### config.mk
export PLATFORM = sky130hd
export DESIGN_NAME = bist_sequencer
export DESIGN_NICKNAME = d
export VERILOG_FILES = /design/src/rtl/bist_pkg.sv /design/src/rtl/sat_counter.sv /design/src/rtl/bist_sequencer.sv
export SDC_FILE = /design/constraint.sdc
export NUM_CORES = 1
export LEC_CHECK = 0
export CORE_MARGIN = 5
export CORE_UTILIZATION = 34
export CTS_CLUSTER_DIAMETER = 150
export DETAILED_ROUTE_END_ITERATION = 8
export SYNTH_ARGS = -nofsm -noshare
export SYNTH_HDL_FRONTEND = slang
export SYNTH_SLANG_ARGS = --single-unit
### constraint.sdc
create_clock -name clk -period 2.7 [get_ports clk]
set_clock_uncertainty 0.1 [all_clocks]
set_input_delay 0.405 -clock clk [delete_from_list [all_inputs] [get_ports clk]]
set_output_delay 0.405 -clock clk [all_outputs]
set_load 0.01 [all_outputs]
### src/rtl/bist_pkg.sv
`default_nettype none
// ============================================================================
// Module      : bist_pkg
// Description : Shared state encoding and arithmetic helpers for the
//               multi-channel BIST sequencer.
// Revision    : 1.0 - initial multi-channel release
// ============================================================================
package bist_pkg;

    // Sequencer state encoding
    localparam logic [1:0] c_st_idle  = 2'd0;
    localparam logic [1:0] c_st_setup = 2'd1;
    localparam logic [1:0] c_st_run   = 2'd2;
    localparam logic [1:0] c_st_done  = 2'd3;

    // Number of set bits in a vector of up to 32 channels
    function automatic logic [31:0] popcount(input logic [31:0] v);
        logic [31:0] n;
        n = '0;
        for (int i = 0; i < 32; i++) begin
            n = n + 32'(v[i]);
        end
        return n;
    endfunction

    // a + b clamped to lim; computed one bit wider so the sum cannot wrap
    function automatic logic [31:0] sat_add(input logic [31:0] a,
                                            input logic [31:0] b,
                                            input logic [31:0] lim);
        logic [32:0] s;
        logic [31:0] r;
        s = {1'b0, a} + {1'b0, b};
        if (s > {1'b0, lim}) begin
            r = lim;
        end else begin
            r = s[31:0];
        end
        return r;
    endfunction

endpackage
`default_nettype wire

### src/rtl/sat_counter.sv
`default_nettype none
// ============================================================================
// Module      : sat_counter
// Description : W-bit accumulator that clamps at 2^W-1 instead of wrapping.
//               Synchronous clear takes priority over increment.
// Revision    : 1.0 - initial multi-channel release
// ============================================================================
module sat_counter
    import bist_pkg::*;
#(
    parameter int W = 8
) (
    input  logic         clk,
    input  logic         rst_n,
    input  logic         clr,
    input  logic         inc_en,
    input  logic [W-1:0] inc_amt,
    output logic [W-1:0] count
);

    localparam logic [32:0] c_lim = (33'd1 << W) - 33'd1;

    logic [W-1:0] r_count;
    logic [W-1:0] w_next;

    assign w_next = W'(sat_add(32'(r_count), 32'(inc_amt), c_lim[31:0]));

    // Accumulate with clamping while enabled; a clear restarts from zero
    always_ff @(posedge clk or negedge rst_n) begin
        if (!rst_n) begin
            r_count <= '0;
        end else if (clr) begin
            r_count <= '0;
        end else if (inc_en) begin
            r_count <= w_next;
        end
    end

    assign count = r_count;

endmodule
`default_nettype wire

### src/rtl/bist_sequencer.sv
`default_nettype none
// ============================================================================
// Module      : bist_sequencer
// Description : Multi-channel BIST run controller. IDLE -> SETUP (TPG held in
//               reset) -> RUN (pattern sets, ORA fail counting) -> DONE with
//               verdict. Saturating per-channel and total error counters,
//               sticky fail map, early abort on error threshold and optional
//               TPG restart on any ORA fail.
// Revision    : 1.0 - initial multi-channel release
// ============================================================================
module bist_sequencer
    import bist_pkg::*;
#(
    parameter int N_CHAN          = 4,
    parameter int ERR_BITS        = 8,
    parameter int SETUP_DELAY     = 3,
    parameter int NUM_SETS        = 1,
    parameter int MAX_ERR         = 0,
    parameter int RESTART_ON_FAIL = 1
) (
    input  logic                         clk,
    input  logic                         rst_n,
    input  logic                         start,
    input  logic                         abort,
    input  logic                         tpg_end,
    input  logic [N_CHAN-1:0]            ora_fail,
    output logic                         tpg_reset,
    output logic                         tpg_en,
    output logic                         fil_inc,
    output logic                         busy,
    output logic                         done,
    output logic                         pass,
    output logic                         aborted,
    output logic [N_CHAN-1:0]            fail_map,
    output logic [ERR_BITS-1:0]          err_total,
    output logic [N_CHAN*ERR_BITS-1:0]   err_chan
);

    localparam logic [32:0] c_err_lim = (33'd1 << ERR_BITS) - 33'd1;

    logic [1:0]          r_state;
    logic [7:0]          r_setup_cnt;
    logic [7:0]          r_set_cnt;
    logic                r_aborted;
    logic                r_pass;
    logic [N_CHAN-1:0]   r_fail_map;

    logic                w_in_run;
    logic                w_clear;
    logic                w_any_fail;
    logic [ERR_BITS-1:0] w_pop_amt;
    logic [ERR_BITS-1:0] w_err_total;
    logic [ERR_BITS-1:0] w_total_next;
    logic                w_err_trip;
    logic                w_last_set;

    assign w_in_run   = (r_state == c_st_run);
    assign w_clear    = ((r_state == c_st_idle) || (r_state == c_st_done)) && start;
    assign w_any_fail = |ora_fail;

    // Popcount clamped to the counter range so a narrow counter never wraps
    assign w_pop_amt  = ERR_BITS'(sat_add(32'd0, popcount(32'(ora_fail)), c_err_lim[31:0]));

    // Total as it will be after this cycle's fails, used for verdict and threshold
    assign w_total_next = ERR_BITS'(sat_add(32'(w_err_total), 32'(w_pop_amt), c_err_lim[31:0]));
    assign w_err_trip   = (MAX_ERR != 0) && (32'(w_total_next) >= 32'(MAX_ERR));
    assign w_last_set   = tpg_end && (r_set_cnt == 8'(NUM_SETS - 1));

    // One counter per channel plus the total counter fed by the popcount
    genvar gi;
    for (gi = 0; gi <= N_CHAN; gi++) begin : g_cnt
        if (gi < N_CHAN) begin : g_chan
            sat_counter #(.W(ERR_BITS)) u_chan_cnt (
                .clk     (clk),
                .rst_n   (rst_n),
                .clr     (w_clear),
                .inc_en  (w_in_run),
                .inc_amt (ERR_BITS'(ora_fail[gi])),
                .count   (err_chan[gi*ERR_BITS +: ERR_BITS])
            );
        end else begin : g_total
            sat_counter #(.W(ERR_BITS)) u_total_cnt (
                .clk     (clk),
                .rst_n   (rst_n),
                .clr     (w_clear),
                .inc_en  (w_in_run),
                .inc_amt (w_pop_amt),
                .count   (w_err_total)
            );
        end
    end

    // Sequencer FSM: setup timing, set counting, termination and verdict
    always_ff @(posedge clk or negedge rst_n) begin
        if (!rst_n) begin
            r_state     <= c_st_idle;
            r_setup_cnt <= '0;
            r_set_cnt   <= '0;
            r_aborted   <= 1'b0;
            r_pass      <= 1'b0;
        end else begin
            case (r_state)
                c_st_idle, c_st_done: begin
                    if (start) begin
                        r_state     <= c_st_setup;
                        r_setup_cnt <= '0;
                        r_set_cnt   <= '0;
                        r_aborted   <= 1'b0;
                        r_pass      <= 1'b0;
                    end
                end
                c_st_setup: begin
                    if (abort) begin
                        r_state   <= c_st_done;
                        r_aborted <= 1'b1;
                        r_pass    <= 1'b0;
                    end else if (r_setup_cnt == 8'(SETUP_DELAY - 1)) begin
                        r_state <= c_st_run;
                    end else begin
                        r_setup_cnt <= r_setup_cnt + 8'd1;
                    end
                end
                c_st_run: begin
                    if (tpg_end) begin
                        r_set_cnt <= r_set_cnt + 8'd1;
                    end
                    if (abort || w_err_trip) begin
                        r_state   <= c_st_done;
                        r_aborted <= 1'b1;
                        r_pass    <= 1'b0;
                    end else if (w_last_set) begin
                        r_state <= c_st_done;
                        r_pass  <= (w_total_next == '0);
                    end
                end
                default: begin
                    r_state <= c_st_idle;
                end
            endcase
        end
    end

    // Sticky per-channel fail flags, collected only during RUN
    always_ff @(posedge clk or negedge rst_n) begin
        if (!rst_n) begin
            r_fail_map <= '0;
        end else if (w_clear) begin
            r_fail_map <= '0;
        end else if (w_in_run) begin
            r_fail_map <= r_fail_map | ora_fail;
        end
    end

    // TPG reset is held outside RUN; in RUN it optionally pulses on any fail
    assign tpg_reset = ~w_in_run | ((RESTART_ON_FAIL != 0) & w_any_fail);
    assign tpg_en    = w_in_run;
    assign fil_inc   = w_in_run & (tpg_end | w_any_fail);
    assign busy      = (r_state == c_st_setup) || (r_state == c_st_run);
    assign done      = (r_state == c_st_done);
    assign pass      = r_pass;
    assign aborted   = r_aborted;
    assign fail_map  = r_fail_map;
    assign err_total = w_err_total;

endmodule
`default_nettype wire
Yosys cells after proc, flatten, opt, wreduce, memory -nomap -nowiden
Index checks and enable logic that the tools add are counted.
{ "totals": {"reg_bits": 64, "in_bits": 9, "memories": 0, "ramBits": 0, "elab_cells": 99, "mem_bits_ro": 0, "output_inout_bits": 51, "latchBits": 0} }
{ "op_classes": {"order_cmp": 6, "muxes": 37, "shift": 0, "n_eq_ne": 12, "reduce_logical": 18, "mul": 0, "bitwise_logic": 5, "n_addsub": 10, "n_div": 0} }
{ "op_table": {"columns": ["op", "count"], "rows": [
  ["2-to-1 mux 8 bit", 20],
  ["greater-than comparator 9 x 8 -> 1 bit (second input constant)", 5],
  ["adder 8 x 1 -> 9 bit", 4],
  ["case mux 8 bit (2 select lines)", 2],
  ["adder 8 x 1 -> 8 bit (second input constant)", 2],
  ["logical NOT 8 bit", 2],
  ["2-to-1 mux 2 bit", 5],
  ["inequality test 2 bit (second input constant)", 5],
  ["adder 8 x 8 -> 9 bit", 1],
  ["AND reduction 3 bit", 3],
  ["equality test 8 x 2 -> 1 bit (second input constant)", 1],
  ["greater-than comparator 4 x 8 -> 1 bit (second input constant)", 1],
  ["2-to-1 mux 4 bit", 2],
  ["case mux 2 bit (3 select lines)", 1],
  ["nonzero test 2 bit", 3],
  ["2-to-1 mux 1 bit", 5],
  ["adder 3 x 1 -> 4 bit", 1],
  ["equality test 2 bit (second input constant)", 2],
  ["bitwise OR 4 bit", 1],
  ["AND reduction 4 bit", 1],
  ["OR reduction 2 bit", 2],
  ["OR reduction 4 bit", 1],
  ["adder 2 x 1 -> 3 bit", 1],
  ["inequality test 3 x 2 -> 1 bit (second input constant)", 1],
  ["13 further kinds", 16]
]} }

Depth between registers and ports, before layout
Gate-level depths: netlist of run 1.
{ "logic_depth": {"ltp_word": 12, "mapped_depth": 10} }

By module
From an unflattened synthesis of run 1, not the netlist that was laid out.
{ "hier_totals": {"hier_cells": 517, "hier_area_um2": 4897.2} }
{ "by_module_without_submodules": {"columns": ["module", "cells_each", "area_per_inst_um2", "instances"], "rows": [
  ["sat_counter (g_cnt[1].g_chan.u_chan_cnt ...)", 69, 675.6, 4],
  ["bist_sequencer", 168, 1547.7, 1],
  ["sat_counter (g_cnt[0].g_chan.u_chan_cnt)", 73, 646.9, 1]
]} }

Worst setup path before layout of run 1
OpenSTA, ideal clock, no wires.
{ "synth_timing": {"path_kind": "input -> register", "start": "input ora_fail[0]", "end": "register r_pass (netlist: pass)", "t_arrival_ns": 2.869, "path_stages": 9, "required_time_ns": 2.505, "path_slack_ns": -0.365, "path_buffers": 0, "path_cell_list": "fa_1 -> ha_1 -> ha_1 -> inv_1 -> fa_1 -> or4b_2 -> nor3_1 -> nand4_1 -> o31ai_1"} }
{ "synth_via": {"elab_chain_cells": 12} }
{ "synth_lines": {"columns": ["item", "line", "source"], "rows": [
  ["start: declaration", "bist_sequencer.sv:26", "input logic [N_CHAN-1:0] ora_fail,"],
  ["adder 1 x 1 -> 2 bit (*)", "bist_pkg.sv:21", "n = n + 32'(v[i]);"],
  ["adder 2 x 1 -> 3 bit (*)", "bist_pkg.sv:21", null],
  ["adder 3 x 1 -> 4 bit (*)", "bist_pkg.sv:21", null],
  ["greater-than comparator 4 x 8 -> 1 bit", "bist_pkg.sv:33", "if (s > {1'b0, lim}) begin"],
  ["2-to-1 mux 8 bit (*)", "bist_pkg.sv:33", null],
  ["adder 8 x 8 -> 9 bit (*)", "bist_pkg.sv:32", "s = {1'b0, a} + {1'b0, b};"],
  ["greater-than comparator 9 x 8 -> 1 bit", "bist_pkg.sv:33", null],
  ["2-to-1 mux 8 bit (*)", "bist_pkg.sv:33", null],
  ["logical NOT 8 bit (*)", "bist_sequencer.sv:133", "r_pass <= (w_total_next == '0);"],
  ["2-to-1 mux 1 bit (*)", "bist_sequencer.sv:131", "end else if (w_last_set) begin"],
  ["2-to-1 mux 1 bit (*)", "bist_sequencer.sv:127", "if (abort || w_err_trip) begin"],
  ["case mux 1 bit (3 select lines) (*)", "bist_sequencer.sv:102", "case (r_state)"],
  ["end signal: assignment", "bist_sequencer.sv:133", null],
  ["end: declaration", "bist_sequencer.sv:45", "logic r_pass;"]
]} }
Mark *: on every way between the ends. The rest lies on a longest branch, timed or not. The select of a mux whose other input is x is not followed.
A chain may end at the register's enable or synchronous reset.

Worst setup path in the final report of run 1
{ "layout_timing": {"start": "input ora_fail[1]", "end": "register r_pass (netlist: pass)"} }
Same word-level chain as after synthesis.

==> run metrics, run 1 <==
RSZ-0062 raised after global routing=true; final setup vio count=0; Syn Std Cell Area=0.00369 mm^2; global-route wire length before repair=roughly 17 mm; fraction of layout cells with a size suffix above 1=around 14%; Reg2Reg Launch Point=g_cnt[4].g_total.u_total_cnt.count[0]; FMAX=0.374 GHz; initial antenna violation count=0; starting density of the core=about a third; IO Count=60; Port Buffers=between 50 and 60; crit path time final=around 2.7 ns; peak supply drop=0.000681 V; Final WS setup=0.0233 ns; root buf cell=clkbuf_8; Hold Violations, Final=0; DRT antenna net count=0; die width=114 um; critical path launch point type=input pin; Place WS=-0.808 ns; r2r setup slk=~0.48 ns; clk sinks=64; number of flops mapped to enable cells by yosys=0; CTS H-tree lvls=3; Total GRT Usage=15.7%; Clock transition at path regs=about 0.070 ns; WL final=about 9.7 mm; cts bufs inserted=9; post-detail-place hpwl=a little under 7 mm; CTS tree=done; row count=38; status=finished clean; Final Cycle Share=99.1%; Non-Filler Instances=617; commonest cells after routing, fill and taps aside=dfrtp_1, clkdlybuf4s50_1, nor2_1, a21oi_1; Max-Cap Viols=0; Mapped Avg Cell Area=slightly above 9 um^2; area grow syn2layout=30.5%; die area=about 0.013 mm^2; Syn Inst Count=400; Critical Path AT=2.83 ns; die height=114 um; Slew Limit Fails=0; number of diodes=0; worst-path fanout max=2; DR WL/cell=15.8 um; vias post-DR=around 3.3k; reg2reg end=pass; placed cell count=about 600; ys flop type=dfrtp_1; Via density=5.38; Core ar.=around 0.011 mm^2; clock latency on the worst-skew pair=0.34 ns; vias in the first global route=3,299; leakage=about 2.1 nW; relative slew slack=64.2%; pwr dens=~870 mW/mm^2; register bit total from synthesis=between 60 and 70; final core occ=44.8%; # DRC=0; CP Capture Point=pass; CTS Buffer Depth=2; Yosys cell types=54; syn_nets=around 430; first-pass iteration count of the detailed router=4; sequential area share after synthesis=between 40% and 50%; Yosys Warn Count=0; Setup crit end kind=register; async set-or-reset flop fraction in the synthesized netlist=100%; dominant cell type by area after synthesis=dfrtp_1; GPL Wtd Cong=about 0.83; Min-Delay Path Class=in2reg; GRT Residual Overflow=0; crit path kind=in2reg; Nets=slightly above 500; Setup crit start=ora_fail[1]; Synth top area share=43.4%; first-iteration detailed-routing DRC count=approximately 150; reg2reg path depth=7; commonest non-fill, non-tap cell in the layout=dfrtp_1; largest net degree at the start of global routing=between 40 and 50; Critical Path RT=2.85 ns; Worst Max-Slew Pin Slew=approximately 0.54 ns; top post-synthesis cells by area=dfrtp_1, ha_1, a21oi_1
routing by layer:
| layer | track usage [%] | vias to the layer above | wire length, um |
|---|---|---|---|
| li1 | - | 1635 | - |
| met2 | 24.7 | 68 | 4470 |
| met4 | 3.72 | 0 | 70 |
| met3 | 3.70 | 6 | 397 |
| met5 | 0 | - | 0 |
| met1 | 21.8 | 1612 | 4810 |
state kept, by name, indices dropped and copies added, names as in the netlist:
register / cells
r_set_cnt: 8
pass: 1
fail_map: 4
r_state: 2
r_setup_cnt: 8
aborted: 1
g_cnt.g_total.u_total_cnt.count: 8
g_cnt.g_chan.u_chan_cnt.count: 32
how the worst min path moves through the flow:
stage	from	endpoint	slack (ns)	cells past startpoint
floorplan	rst_n	aborted	0.009	0
global placement	rst_n	g_cnt[3].g_chan.u_chan_cnt.count[4]	0.32	1
detailed placement	rst_n	g_cnt[3].g_chan.u_chan_cnt.count[3]	0.32	1
CTS	ora_fail[0]	fail_map[0]	0.31	4
global route	ora_fail[1]	fail_map[1]	0.32	4
finish	ora_fail[0]	fail_map[0]	0.32	4
cells by family after synthesis:
kind of cell | after synthesis | share of synthesized area (%)
mux | 4 | 1.09
xor+xnor | 7 | 1.66
fa+ha+maj | 23 | 8.21
flops | 64 | 43.4
buf+inv | 36 | 3.70
simple gates | 146 | 20.7
compound gates | 120 | 21.3
repair_timing:
item / CTS / global route
buffers inserted: 1 / 0
pin swaps: 6 / 4
setup endpoints to repair: 9 / 4
endpoints found under the hold margin: 21 / 0
resized for setup: 14 / 4
hold buffers: 1 / 0
power breakdown:
part           internal (mW)  switching [mW]
Clock                  0.447           0.386
Sequential              1.13           0.183
Combinational          0.903            1.12
Total                   2.48            1.69
per-stage QoR:
stage	hold slack (ns)	TNS [ns]	power, mW	area, um^2
after global routing	0.318	-0.0414	4.50	4810
after detailed placement	0.322	-5.47	3.31	4590
after CTS	0.306	-0.00315	4.19	4800
final	0.321	0	4.17	4810
after floorplan	0.00941	-0.470	2.46	3740
after global placement	0.323	-5.49	3.29	4590
critical path, stage by stage:
cell and delay [ns]:
buf_6 0.10, fa_2 0.49, ha_4 0.18, ha_4 0.26, inv_2 0.03, fa_1 0.48, or4b_4 0.46, nor3_2 0.11
nand4_1 0.09, o31ai_1 0.22
layout make-up:
type,instances,area [um^2]
fill,1097,5930
multi-input combinational,300,2020
sequential,64,1600
timing repair buffer,81,763
tap,140,175
clock buffer,10,138
inverter,16,60.1
clock inverter,6,58.8
cell usage after synthesis, drive strengths merged, types with 2 or more instances:
cell,count
nor3,17
nand2,30
buf,4
or4,2
o21ai,32
o211a,3
or4b,2
xor2,6
clkbuf,16
or2,4
a31oi,13
and4,5
ha,21
nand3,15
mux2i,4
o211ai,2
fa,2
nor4b,3
a41oi,3
nor2b,2
a21oi,31
nor2,32
inv,16
o221a,4
nand4,11
o22ai,4
o21bai,2
a211oi,9
a311oi,6
and2,2
o21a,2
dfrtp,64
and3,17
Power figures use the tool's default switching activity.
==> run 2: changes to the inputs <==
--- a/config.mk
+++ b/config.mk
@@ -8,6 +8,7 @@
 export CORE_MARGIN = 5
 export CORE_UTILIZATION = 34
 export CTS_CLUSTER_DIAMETER = 150
+export CTS_CLUSTER_SIZE = 24
 export DETAILED_ROUTE_END_ITERATION = 8
 export SYNTH_ARGS = -nofsm -noshare
 export SYNTH_HDL_FRONTEND = slang
==> results of run 2 <==
No change in the layout: final DEF, timing and power equal those of run 1.
